==> src/rtl/sii_ncu_pkt_mon_if.sv <==
// SII->NCU inbound bus as seen by the passive packet monitor.
// The master side drives the wires, the monitor observes them.
interface sii_ncu_pkt_mon_if #(
    parameter int DATA_W = 32,
    parameter int PAR_W  = 2
);
    logic              sii_ncu_req;
    logic [DATA_W-1:0] sii_ncu_data;
    logic [PAR_W-1:0]  sii_ncu_dparity;
    logic              ncu_sii_gnt;

    modport master (
        output sii_ncu_req,
        output sii_ncu_data,
        output sii_ncu_dparity,
        output ncu_sii_gnt
    );

    modport slave (
        input sii_ncu_req,
        input sii_ncu_data,
        input sii_ncu_dparity,
        input ncu_sii_gnt
    );
endinterface

==> src/rtl/sii_ncu_pkt_mon.sv <==
// Passive SII->NCU packet monitor: reassembly, parity, credit checks.
// Optional grant timeout: define SIU_NCU_MON_TIMEOUT_EN.
module sii_ncu_pkt_mon #(
    parameter int DATA_W  = 32,
    parameter int PAR_W   = 2,
    parameter int BEATS   = 4,
    parameter int CREDITS = 2,
    parameter int CNT_W   = 16
`ifdef SIU_NCU_MON_TIMEOUT_EN
    ,
    parameter int GNT_TIMEOUT = 256
`endif
) (
    input  logic                         iol2clk,
    input  logic                         rst_l,
    input  logic                         enable,
    sii_ncu_pkt_mon_if.slave             bus,
    output logic                         pkt_valid,
    output logic [DATA_W*BEATS-1:0]      pkt_data,
    output logic                         pkt_par_err,
    output logic [$clog2(CREDITS+1)-1:0] credits,
    output logic [CNT_W-1:0]             pkt_cnt,
    output logic [CNT_W-1:0]             err_cnt,
    output logic [3:0]                   err_sticky
);
    localparam int CRW = $clog2(CREDITS + 1);
    localparam int BIW = (BEATS > 1) ? $clog2(BEATS) : 1;
    localparam int SW  = DATA_W / PAR_W;
    localparam int PKW = DATA_W * BEATS;

    typedef enum logic {
        IDLE,
        BUSY
    } state_t;

    state_t           state_q, state_d;
    logic [BIW-1:0]   idx_q, idx_d;
    logic [PKW-1:0]   buf_q, buf_d;
    logic             acc_q, acc_d;
    logic             pkt_valid_q, pkt_valid_d;
    logic [PKW-1:0]   pkt_data_q, pkt_data_d;
    logic             pkt_par_err_q, pkt_par_err_d;
    logic [CRW-1:0]   credits_q, credits_d;
    logic [CNT_W-1:0] pkt_cnt_q, pkt_cnt_d;
    logic [CNT_W-1:0] err_cnt_q, err_cnt_d;
    logic [3:0]       sticky_q, sticky_d;

    logic [PAR_W-1:0] exp_par;
    logic             beat_perr;
    logic             cap, accept, last;
    logic [BIW-1:0]   cur_idx;
    logic             e_par, e_busy, e_und, e_ovf, e_tmo;
    logic [2:0]       n_err;
    logic [CNT_W:0]   err_sum;
    logic             full, empty;

    always_comb begin
        for (int i = 0; i < PAR_W; i++) begin
            exp_par[i] = ^bus.sii_ncu_data[i*SW +: SW];
        end
        beat_perr = |(exp_par ^ bus.sii_ncu_dparity);
    end

`ifdef SIU_NCU_MON_TIMEOUT_EN
    localparam int TW = $clog2(GNT_TIMEOUT + 1);
    logic [TW-1:0] wait_q, wait_d;

    // Wait counter only advances while some credit is still out.
    always_comb begin
        wait_d = wait_q;
        e_tmo  = 1'b0;
        if (enable) begin
            if (bus.ncu_sii_gnt) begin
                wait_d = '0;
            end else if (credits_q < CRW'(CREDITS)) begin
                if (wait_q + 1'b1 == TW'(GNT_TIMEOUT)) begin
                    e_tmo  = 1'b1;
                    wait_d = '0;
                end else begin
                    wait_d = wait_q + 1'b1;
                end
            end
        end
    end

    always_ff @(posedge iol2clk or negedge rst_l) begin
        if (!rst_l) wait_q <= '0;
        else        wait_q <= wait_d;
    end
`else
    assign e_tmo = 1'b0;
`endif

    always_comb begin
        full    = (credits_q == CRW'(CREDITS));
        empty   = (credits_q == '0);
        accept  = (state_q == IDLE) && bus.sii_ncu_req;
        cap     = accept || (state_q == BUSY);
        cur_idx = (state_q == IDLE) ? '0 : idx_q;
        last    = (cur_idx == BIW'(BEATS - 1));

        e_par  = cap && beat_perr;
        e_busy = (state_q == BUSY) && bus.sii_ncu_req;
        e_und  = accept && !bus.ncu_sii_gnt && empty;
        e_ovf  = bus.ncu_sii_gnt && !accept && full;

        n_err   = 3'(e_par) + 3'(e_busy) + 3'(e_und)
                + 3'(e_ovf) + 3'(e_tmo);
        err_sum = {1'b0, err_cnt_q} + (CNT_W+1)'(n_err);

        state_d       = state_q;
        idx_d         = idx_q;
        buf_d         = buf_q;
        acc_d         = acc_q;
        pkt_valid_d   = pkt_valid_q;
        pkt_data_d    = pkt_data_q;
        pkt_par_err_d = pkt_par_err_q;
        credits_d     = credits_q;
        pkt_cnt_d     = pkt_cnt_q;
        err_cnt_d     = err_cnt_q;
        sticky_d      = sticky_q;

        if (enable) begin
            pkt_valid_d   = 1'b0;
            pkt_par_err_d = 1'b0;

            if (cap) begin
                buf_d[int'(cur_idx)*DATA_W +: DATA_W] = bus.sii_ncu_data;
                if (last) begin
                    pkt_valid_d   = 1'b1;
                    pkt_data_d    = buf_d;
                    pkt_par_err_d = acc_q | e_par;
                    acc_d         = 1'b0;
                    state_d       = IDLE;
                    idx_d         = '0;
                    if (pkt_cnt_q != '1) pkt_cnt_d = pkt_cnt_q + 1'b1;
                end else begin
                    acc_d   = acc_q | e_par;
                    idx_d   = cur_idx + 1'b1;
                    state_d = BUSY;
                end
            end

            // An accepted req and a gnt in the same cycle cancel out.
            if (accept && !bus.ncu_sii_gnt && !empty) begin
                credits_d = credits_q - 1'b1;
            end else if (bus.ncu_sii_gnt && !accept && !full) begin
                credits_d = credits_q + 1'b1;
            end

            sticky_d = sticky_q | {e_ovf | e_tmo, e_und, e_busy, e_par};
            err_cnt_d = err_sum[CNT_W] ? '1 : err_sum[CNT_W-1:0];
        end
    end

    always_ff @(posedge iol2clk or negedge rst_l) begin
        if (!rst_l) begin
            state_q       <= IDLE;
            idx_q         <= '0;
            buf_q         <= '0;
            acc_q         <= 1'b0;
            pkt_valid_q   <= 1'b0;
            pkt_data_q    <= '0;
            pkt_par_err_q <= 1'b0;
            credits_q     <= CRW'(CREDITS);
            pkt_cnt_q     <= '0;
            err_cnt_q     <= '0;
            sticky_q      <= '0;
        end else begin
            state_q       <= state_d;
            idx_q         <= idx_d;
            buf_q         <= buf_d;
            acc_q         <= acc_d;
            pkt_valid_q   <= pkt_valid_d;
            pkt_data_q    <= pkt_data_d;
            pkt_par_err_q <= pkt_par_err_d;
            credits_q     <= credits_d;
            pkt_cnt_q     <= pkt_cnt_d;
            err_cnt_q     <= err_cnt_d;
            sticky_q      <= sticky_d;
        end
    end

    assign pkt_valid   = pkt_valid_q;
    assign pkt_data    = pkt_data_q;
    assign pkt_par_err = pkt_par_err_q;
    assign credits     = credits_q;
    assign pkt_cnt     = pkt_cnt_q;
    assign err_cnt     = err_cnt_q;
    assign err_sticky  = sticky_q;
endmodule

==> src/flat_wrapper.sv <==
// flat-port wrapper written by rule: the top's interface ports become plain ports
module sii_ncu_pkt_mon_flat 
#(
    parameter int DATA_W  = 32,
    parameter int PAR_W   = 2,
    parameter int BEATS   = 4,
    parameter int CREDITS = 2,
    parameter int CNT_W   = 16

)
  (iol2clk, rst_l, enable, pkt_valid, pkt_data, pkt_par_err, credits, pkt_cnt, err_cnt, err_sticky, bus_sii_ncu_req, bus_sii_ncu_data, bus_sii_ncu_dparity, bus_ncu_sii_gnt);
  sii_ncu_pkt_mon_if #(.DATA_W(DATA_W), .PAR_W(PAR_W)) bus_i ();
  input  logic iol2clk;
  input  logic rst_l;
  input  logic enable;
  output logic pkt_valid;
  output logic [DATA_W*BEATS-1:0] pkt_data;
  output logic pkt_par_err;
  output logic [$clog2(CREDITS+1)-1:0] credits;
  output logic [CNT_W-1:0] pkt_cnt;
  output logic [CNT_W-1:0] err_cnt;
  output logic [3:0] err_sticky;
  input wire logic [$bits(bus_i.sii_ncu_req)-1:0] bus_sii_ncu_req;
  input wire logic [$bits(bus_i.sii_ncu_data)-1:0] bus_sii_ncu_data;
  input wire logic [$bits(bus_i.sii_ncu_dparity)-1:0] bus_sii_ncu_dparity;
  input wire logic [$bits(bus_i.ncu_sii_gnt)-1:0] bus_ncu_sii_gnt;
  assign bus_i.sii_ncu_req = bus_sii_ncu_req;
  assign bus_i.sii_ncu_data = bus_sii_ncu_data;
  assign bus_i.sii_ncu_dparity = bus_sii_ncu_dparity;
  assign bus_i.ncu_sii_gnt = bus_ncu_sii_gnt;
  sii_ncu_pkt_mon #(.DATA_W(DATA_W), .PAR_W(PAR_W), .BEATS(BEATS), .CREDITS(CREDITS), .CNT_W(CNT_W)) u_core (.iol2clk(iol2clk), .rst_l(rst_l), .enable(enable), .bus(bus_i), .pkt_valid(pkt_valid), .pkt_data(pkt_data), .pkt_par_err(pkt_par_err), .credits(credits), .pkt_cnt(pkt_cnt), .err_cnt(err_cnt), .err_sticky(err_sticky));
endmodule
==> config.mk <==
export PLATFORM = sky130hd
export DESIGN_NAME = sii_ncu_pkt_mon_flat
export DESIGN_NICKNAME = d
export VERILOG_FILES = /design/src/rtl/sii_ncu_pkt_mon_if.sv /design/src/rtl/sii_ncu_pkt_mon.sv /design/src/flat_wrapper.sv
export SDC_FILE = /design/constraint.sdc
export NUM_CORES = 1
export LEC_CHECK = 0
export ABC_AREA = 1
export CAP_MARGIN = 20
export CORE_MARGIN = 8
export CORE_UTILIZATION = 59
export DETAILED_ROUTE_END_ITERATION = 10
export PLACE_DENSITY = 0.85
export SYNTH_ARGS = -nofsm -noshare
export SYNTH_HDL_FRONTEND = slang
export SYNTH_SLANG_ARGS = --single-unit
==> constraint.sdc <==
create_clock -name iol2clk -period 7.56 [get_ports iol2clk]
set_clock_uncertainty 0.05 [all_clocks]
set_input_delay 1.512 -clock iol2clk [delete_from_list [all_inputs] [get_ports iol2clk]]
set_output_delay 1.512 -clock iol2clk [all_outputs]
set_load 0.005 [all_outputs]
Yosys cells after proc, flatten, opt, wreduce, memory -nomap -nowiden --
Index checks and enable logic that the tools add are counted.
Word-level totals: word-level logic and storage cells 64, flip-flop bits (word level) 300, output and inout bits 168
Operators by class: multiplexer cells 12, equality and inequality tests 3, add/subtract/negate cells 9, reductions and logical operators 23, bitwise gates (word level) 4, shift-type cells 2
Operators by type and width (count):
- 128-bit bitwise mux | 1
- 32-bit by 33-bit variable shift with 128-bit output (first input constant) | 1
- 32-bit by 33-bit indexed part select with 128-bit output | 1
- 7-bit negation with 33-bit output | 1
- 16-bit parity | 2
- 16-bit by 3-bit adder with 17-bit output | 1
- 16-bit by 1-bit adder with 16-bit output (second input constant) | 1
- 16-bit two-way mux | 1
- 16-bit != test (second input constant) | 1
- 1-bit logical AND | 9
- 2-bit two-way mux | 4
- 3-bit by 1-bit adder with 3-bit output | 2
- 1-bit two-way mux | 6
- 2-bit by 1-bit adder with 2-bit output (second input constant) | 2
- 2-bit == test (second input constant) | 2
- 1-bit logical NOT | 4
- 4-bit OR | 1
- 2-bit AND reduction | 2
- 4-bit AND reduction | 1
- 3-bit AND reduction | 1
- 1-bit by 1-bit adder with 2-bit output | 1
- 2-bit logical NOT | 1
- 2-bit nonzero test | 1
- 2-bit OR reduction | 1
- 5 further kinds | 5

Depth between registers and ports, before layout --
Gate-level depths: netlist of the first run.
depth in word-level cells 9, depth in mapped cells 32, gate-level depth less buffers 32

Least setup slack after synthesis of the first run --
No wires, ideal clock.
path kind input -> register, from input bus_sii_ncu_data[1], to register u_core.err_cnt_q[14], in the netlist u_core.err_cnt[14], slack 2.693 ns, buffers on the path 0, arrival time 4.688 ns, setup time 0.129 ns, data required time 7.381 ns, cell stages on the path 30, cells stage by stage xnor2_1 > inv_1 > nand2_1 > nand2_1 > nand2_1 > nand2_1 > inv_1 > nand2_1 > nand2_1 > nand2_1 > nand2_1 > inv_1 > ha_1 > inv_1 > fa_1 > inv_1 > ha_1 > inv_1 > fa_1 > or2_1 > nand2_1 > nand2_1 > nor2_2 > nand2_1 > inv_2 > nand2_2 > nor3b_2 > nand2_1 > nand2_1 > nand3_1
Between the ends: longest elaborated chain between the ends 9
RTL lines:
- start, declared | RTL line flat_wrapper.sv:24 | input wire logic [$bits(bus_i.sii_ncu_data)-1:0] bus_sii_ncu_data;
- 16-bit parity | RTL line sii_ncu_pkt_mon.sv:59 | exp_par[i] = ^bus.sii_ncu_data[i*SW +: SW];
- 2-bit XOR | RTL line sii_ncu_pkt_mon.sv:61 | beat_perr = |(exp_par ^ bus.sii_ncu_dparity);
- 2-bit OR reduction | RTL line sii_ncu_pkt_mon.sv:61
- 1-bit logical AND | RTL line sii_ncu_pkt_mon.sv:102 | e_par = cap && beat_perr;
- 1-bit by 1-bit adder with 2-bit output | RTL line sii_ncu_pkt_mon.sv:107 | n_err = 3'(e_par) + 3'(e_busy) + 3'(e_und)
- 3-bit by 1-bit adder with 3-bit output | RTL line sii_ncu_pkt_mon.sv:107
- 3-bit by 1-bit adder with 3-bit output | RTL line sii_ncu_pkt_mon.sv:108 | + 3'(e_ovf) + 3'(e_tmo);
- 16-bit by 3-bit adder with 17-bit output | RTL line sii_ncu_pkt_mon.sv:109 | err_sum = {1'b0, err_cnt_q} + (CNT_W+1)'(n_err);
- 16-bit two-way mux | RTL line sii_ncu_pkt_mon.sv:152 | err_cnt_d = err_sum[CNT_W] ? '1 : err_sum[CNT_W-1:0];
- end signal, assigned | RTL line sii_ncu_pkt_mon.sv:179 | err_cnt_q <= err_cnt_d;
- end, declared | RTL line sii_ncu_pkt_mon.sv:45 | logic [CNT_W-1:0] err_cnt_q, err_cnt_d;
Every way passes these cells. A chain may end at the register's enable or synchronous reset.

Worst setup path after layout of the first run --
from input bus_sii_ncu_data[5], to register u_core.err_cnt_q[14], in the netlist u_core.err_cnt[14]
The elaborated chain is that of the path after synthesis.

==> results of run 1 <==
[metrics by stage]
step                power, mW  area [um^2]
detailed placement       4.48        16100
floorplan                3.40        13900
global placement         4.40        16100
finish                   6.04        17200
global route             6.40        17200
CTS                      6.04        17100
[metal layers]
metal	vias up	global-route usage	part of all wire
li1	5750	-	-
met1	5909	0.354	0.40
met2	558	0.435	0.46
met3	111	0.0521	0.088
met4	0	0.144	0.054
met5	-	0	0
[how the worst min path moves through the flow]
stage	startpoint	to	slack, ns	depth (start not counted)
2_1_floorplan	u_core.idx_q[0]	u_core.idx_q[0]	0.40	2
6_report	u_core.pkt_data[20]	u_core.pkt_data[20]	0.43	2
4_1_cts	u_core.err_sticky[0]	u_core.err_sticky[0]	0.43	1
3_5_place_dp	u_core.err_sticky[0]	u_core.err_sticky[0]	0.41	1
5_1_grt	u_core.err_sticky[3]	u_core.err_sticky[3]	0.45	1
3_3_place_gp	u_core.pkt_data[42]	u_core.pkt_data[42]	0.41	2
[logic make-up after synthesis]
logic type / after synthesis / synth area share
flops: 300 / 0.539
xor+xnor: 39 / 0.0245
buf+inv: 299 / 0.0847
fa+ha+maj: 13 / 0.0128
compound gates: 282 / 0.119
simple gates: 778 / 0.221
[registers in the layout, indices dropped and copies added, names as in the netlist]
name / count
u_core.pkt_par_err: 1
u_core.acc_q: 1
u_core.state_q: 1
u_core.err_cnt: 16
u_core.credits: 2
u_core.buf_q: 128
u_core.pkt_cnt: 16
u_core.pkt_data: 128
u_core.idx_q: 2
u_core.pkt_valid: 1
u_core.err_sticky: 4
[area by class of cell]
| type | instances | share of cell area |
|---|---|---|
| flip-flops and latches | 300 | 0.436 |
| multi-input cells | 1112 | 0.305 |
| repair buffers | 223 | 0.131 |
| clock buffers | 44 | 0.0507 |
| inverters | 208 | 0.0454 |
| well taps | 319 | 0.0232 |
| clock inverters | 12 | 0.00894 |
| diodes | 1 | 0.000145 |
[Yosys cell counts (5+ instances only)]
| library cell | n |
|---|---|
| buf_1 | 12 |
| buf_2 | 37 |
| clkbuf_1 | 40 |
| dfrtp_1 | 299 |
| ha_1 | 11 |
| inv_1 | 200 |
| inv_2 | 7 |
| nand2_1 | 694 |
| nand3_1 | 28 |
| nand4_1 | 5 |
| nor2_1 | 23 |
| nor4_1 | 6 |
| o21ai_0 | 146 |
| o22ai_1 | 101 |
| o32ai_1 | 27 |
| or2_2 | 5 |
| xnor2_1 | 20 |
| xor2_1 | 19 |
[worst max-delay path: cells and delay by family]
kind                       cells  cell delay [ns]
xor gates and xnor gates       1             0.24
adders and majority gates      4             1.25
buffers and inverters          6             0.98
and+or+nand+nor               18             1.90
[power breakdown]
group	switching [mW]	internal (mW)
sequential	0.311	2.17
clock	0.619	0.904
combinational	1.04	0.998
==> run summary, run 1 <==
Critical Path Slowest Stage Cell -> clkdlybuf4s50_1
Endpoints failing setup -> 0
WL/cell -> 17.8 um
Post-synth ARST share -> 1.00
Die height -> 170 um
Hold crit path type -> flip-flop to flip-flop
Most used cell, CP -> nand2_1
Routability cong. -> 0.948
Multi-input combinational cell area -> 5250 um^2
Worst-path fanout max -> 5
Final net count -> 1927
Total gr overflow -> 0
Total negative slack -> 0 ns
Area delta synth->final -> 23.6%
Total Routing Usage GR -> 0.274
Final period util -> 0.730
Worst slew pin tran -> 1.10 ns
Hold buffers post-CTS -> 0
Fin cells -> 2219
Netlist cell types -> 36
Register bit count reported by yosys -> 300
DRT Wirelength -> 39600 um
DIE WIDTH -> 170 um
Peak VDD IR -> 0.230 mV
R2R depth -> 22
Final Hold Vio Count -> 0
DP Wirelength -> 26300 um
IO Pins -> 207
CTS root buf -> clkbuf_16
Core area -> 23300 um^2
Leading area contributor after synthesis -> dfrtp_1
Num CTS Buffers -> 30
First drt pass iteration count -> 7
Worst R2R Start -> u_core.state_q
Synth warn -> 0
Max Clock Freq -> 0.181 GHz
Cell Rows -> 56
Ys flop type -> dfrtp_1
Leak pwr -> 8.28 nW
Slew headroom -> 0.270
Post-CTS setup buffers -> 0
Crit path largest cell delay -> 0.66 ns
Fin Hold WS -> 0.427 ns
Number of global-route vias before repair -> 12200
CTS tree -> built
Synth Area per Inst -> 8.14 um^2
Max cap viols -> 0
Fraction of layout instances using a drive strength above 1 -> 0.0474
Drc violations -> 0
Largest net degree at the start of global routing -> 167
Antenna violation net count after detailed routing -> 0
Net Count, Synth -> 1763
Clk Latency, worst-skew pair -> 0.56 ns
Full die area -> 28800 um^2
Synth Cell Area -> 13900 um^2
Sequential share of the synthesized area -> 0.539
Sink Count -> 300
Final core utilization -> 0.738
H-tree levels -> 1
Outcome -> complete, no violations
# fillers -> 1683
Placed Cells -> 2159
Initial antenna violation count -> 1
Startpoint Class -> primary input
Cts repair resizes -> 0
Max-slew violations -> 0
Worst EP required -> 7.93 ns
Crit path to -> u_core.err_cnt[14]
Worst setup margin -> 2.04 ns
Mapped Cells -> 1711
Number of port buffers -> 206
Initial Util -> 0.597
Worst Setup End Kind -> flip-flop
Initial DRC count -> 1285
Vias per cell -> 5.56
RSZ-0062 raised after global routing -> false
Commonest non-fill, non-tap cell in the layout -> nand2_1
R2r setup slk -> 3.83 ns
Setup CP Type -> primary input to flip-flop
EDFF count, synth -> 0
First-pass GRT wire length -> 63600 um
Capturing point of the worst reg2reg path -> u_core.err_cnt[14]
Fin crit period -> 5.52 ns
Post-Place Setup Slack -> 1.54 ns
Vias -> 12300
Worst EP arrival -> 5.89 ns
CTS max path bufs -> 3
Synth top area cells -> dfrtp_1 54%, nand2_1 19%, inv_1 5.4%
Critical path startpoint -> bus_sii_ncu_data[5]
Seq. cell area -> 7510 um^2
Cell Pwr Density -> 351 nW/um^2
Most frequent cells in the layout -> 694 x nand2_1, 299 x dfrtp_1, 205 x clkdlybuf4s50_1
Clock slew at reported path FFs -> 0.06 ns
Synth top area share -> 0.537
Power figures use the tool's default switching activity.
==> inputs of run 2 (changes only) <==
CORE_UTILIZATION = 49   (was 59)
PLACE_DENSITY = 0.75   (was 0.85)
clock period = 4.6 ns   (was 7.56 ns; I/O delays follow)
==> run summary, run 2 (synthesis results as in run 1) <==
Outcome -> complete, no violations
First drt pass iteration count -> 6
Final core utilization -> 0.644
Slew headroom -> 0.359
Final Hold Vio Count -> 0
Placed Cells -> 2278
Setup CP Type -> primary input to flip-flop
Leak pwr -> 8.88 nW
Number of port buffers -> 206
Drc violations -> 0
Worst EP required -> 4.93 ns
Worst setup margin -> 0.209 ns
Die height -> 185 um
Antenna violation net count after detailed routing -> 0
Final net count -> 1993
Max cap viols -> 0
Dpl cell area -> 16700 um^2
Worst-path fanout max -> 3
Most used cell, CP -> nand2_1
Post-Place Setup Slack -> -0.639 ns
Area delta synth->final -> 28.8%
Most frequent cells in the layout -> 688 x nand2_1, 299 x dfrtp_1, 196 x inv_1
Initial DRC count -> 940
Full die area -> 34100 um^2
Vias -> 12400
Routability cong. -> 0.884
First-pass GRT wire length -> 64800 um
H-tree levels -> 2
Number of global-route vias before repair -> 12200
Worst EP arrival -> 4.72 ns
DIE WIDTH -> 185 um
Clock slew at reported path FFs -> 0.06 ns
Initial antenna violation count -> 8
Core area -> 27900 um^2
Fin crit period -> 4.39 ns
Largest net degree at the start of global routing -> 259
Cell Rows -> 61
IO Pins -> 207
WL/cell -> 17.3 um
Total Routing Usage GR -> 0.236
Fraction of layout instances using a drive strength above 1 -> 0.0878
Startpoint Class -> primary input
Fin area -> 18000 um^2
Critical Path Slowest Stage Cell -> fa_1
CTS tree -> built
Peak VDD IR -> 0.355 mV
Vias per cell -> 5.29
Total gr overflow -> 0
Total negative slack -> 0 ns
Clk Latency, worst-skew pair -> 0.51 ns
DRT Wirelength -> 40400 um
Max Clock Freq -> 0.228 GHz
DP Wirelength -> 27200 um
Crit path largest cell delay -> 0.43 ns
Max-slew violations -> 0
Cell Pwr Density -> 563 nW/um^2
Final period util -> 0.955
Power Total -> 10.1 mW
Initial Util -> 0.500
CTS root buf -> clkbuf_16
Fin Hold WS -> 0.397 ns
Commonest non-fill, non-tap cell in the layout -> nand2_1
Endpoints failing setup -> 0
Num CTS Buffers -> 34
Fin cells -> 2339
Worst Setup End Kind -> flip-flop
Sink Count -> 300
Worst slew pin tran -> 0.962 ns
CTS max path bufs -> 3
Hold crit path type -> primary input to async pin
## run 2: cell types whose count changed in the layout (fill, tap and decap cells not counted), sizes merged
cell	change
inv	+3
dlymetal6s2s	+25
clkdlybuf4s15	+1
diode	+1
dlygate4sd2	+7
buf	+62
clkinv	-6
clkbuf	+1
clkdlybuf4s50	-33
## run 2: final timing paths
path,startpoint,end,slack [ns],depth (start not counted)
worst max-delay path,bus_sii_ncu_data[0],u_core.err_cnt[14],0.21,31
worst min register to register,u_core.pkt_data[52],u_core.pkt_data[52],0.42,2
worst min-delay path,rst_l,u_core.pkt_data[38],0.40,1
worst max register to register,u_core.state_q,u_core.err_cnt[14],1.02,20
min in group iol2clk,u_core.pkt_data[52],u_core.pkt_data[52],0.42,2
max in group asynchronous,rst_l,u_core.buf_q[76],2.99,2
## run 2: area by class of cell
cell class                 count  area [um^2]
sequential                   300         7510
antenna                        2         5.00
multi-input combinational   1112         5340
timing repair buffer         285         2770
inverter                     208          783
tap                          378          473
fill                        2292         9910
clock buffer                  45          953
clock inverter                 9          124
## run 2: per-layer routing
layer / track usage / wire (um) / vias to the layer above
li1: - / - / 5875
met3: 0.0685 / 3760 / 78
met1: 0.316 / 17200 / 5934
met4: 0.0739 / 1090 / 10
met2: 0.368 / 18300 / 474
met5: 0 / 59 / -
## run 2: report_power, final
group          switching [mW]  total, mW  leakage [nW]  internal [mW]
sequential              0.521       4.08          3.94           3.56
clock                    1.05       2.66         0.534           1.62
combinational            1.68       3.35          4.41           1.67
## run 2: what timing repair did
item | in CTS | in global routing
buffers inserted | 0 | 5
setup endpoints to repair | 12 | 16
gates resized for setup | 11 | 46
gates cloned | 0 | 0
hold buffers | 0 | 0
pin swaps | 3 | 16
## run 2: worst max-delay path, delay by kind of cell
kind / cells / cell delay (ns)
adders and majority gates: 4 / 1.20
xor gates and xnor gates: 1 / 0.25
and+or+nand+nor: 18 / 1.67
buffers and inverters: 8 / 0.67
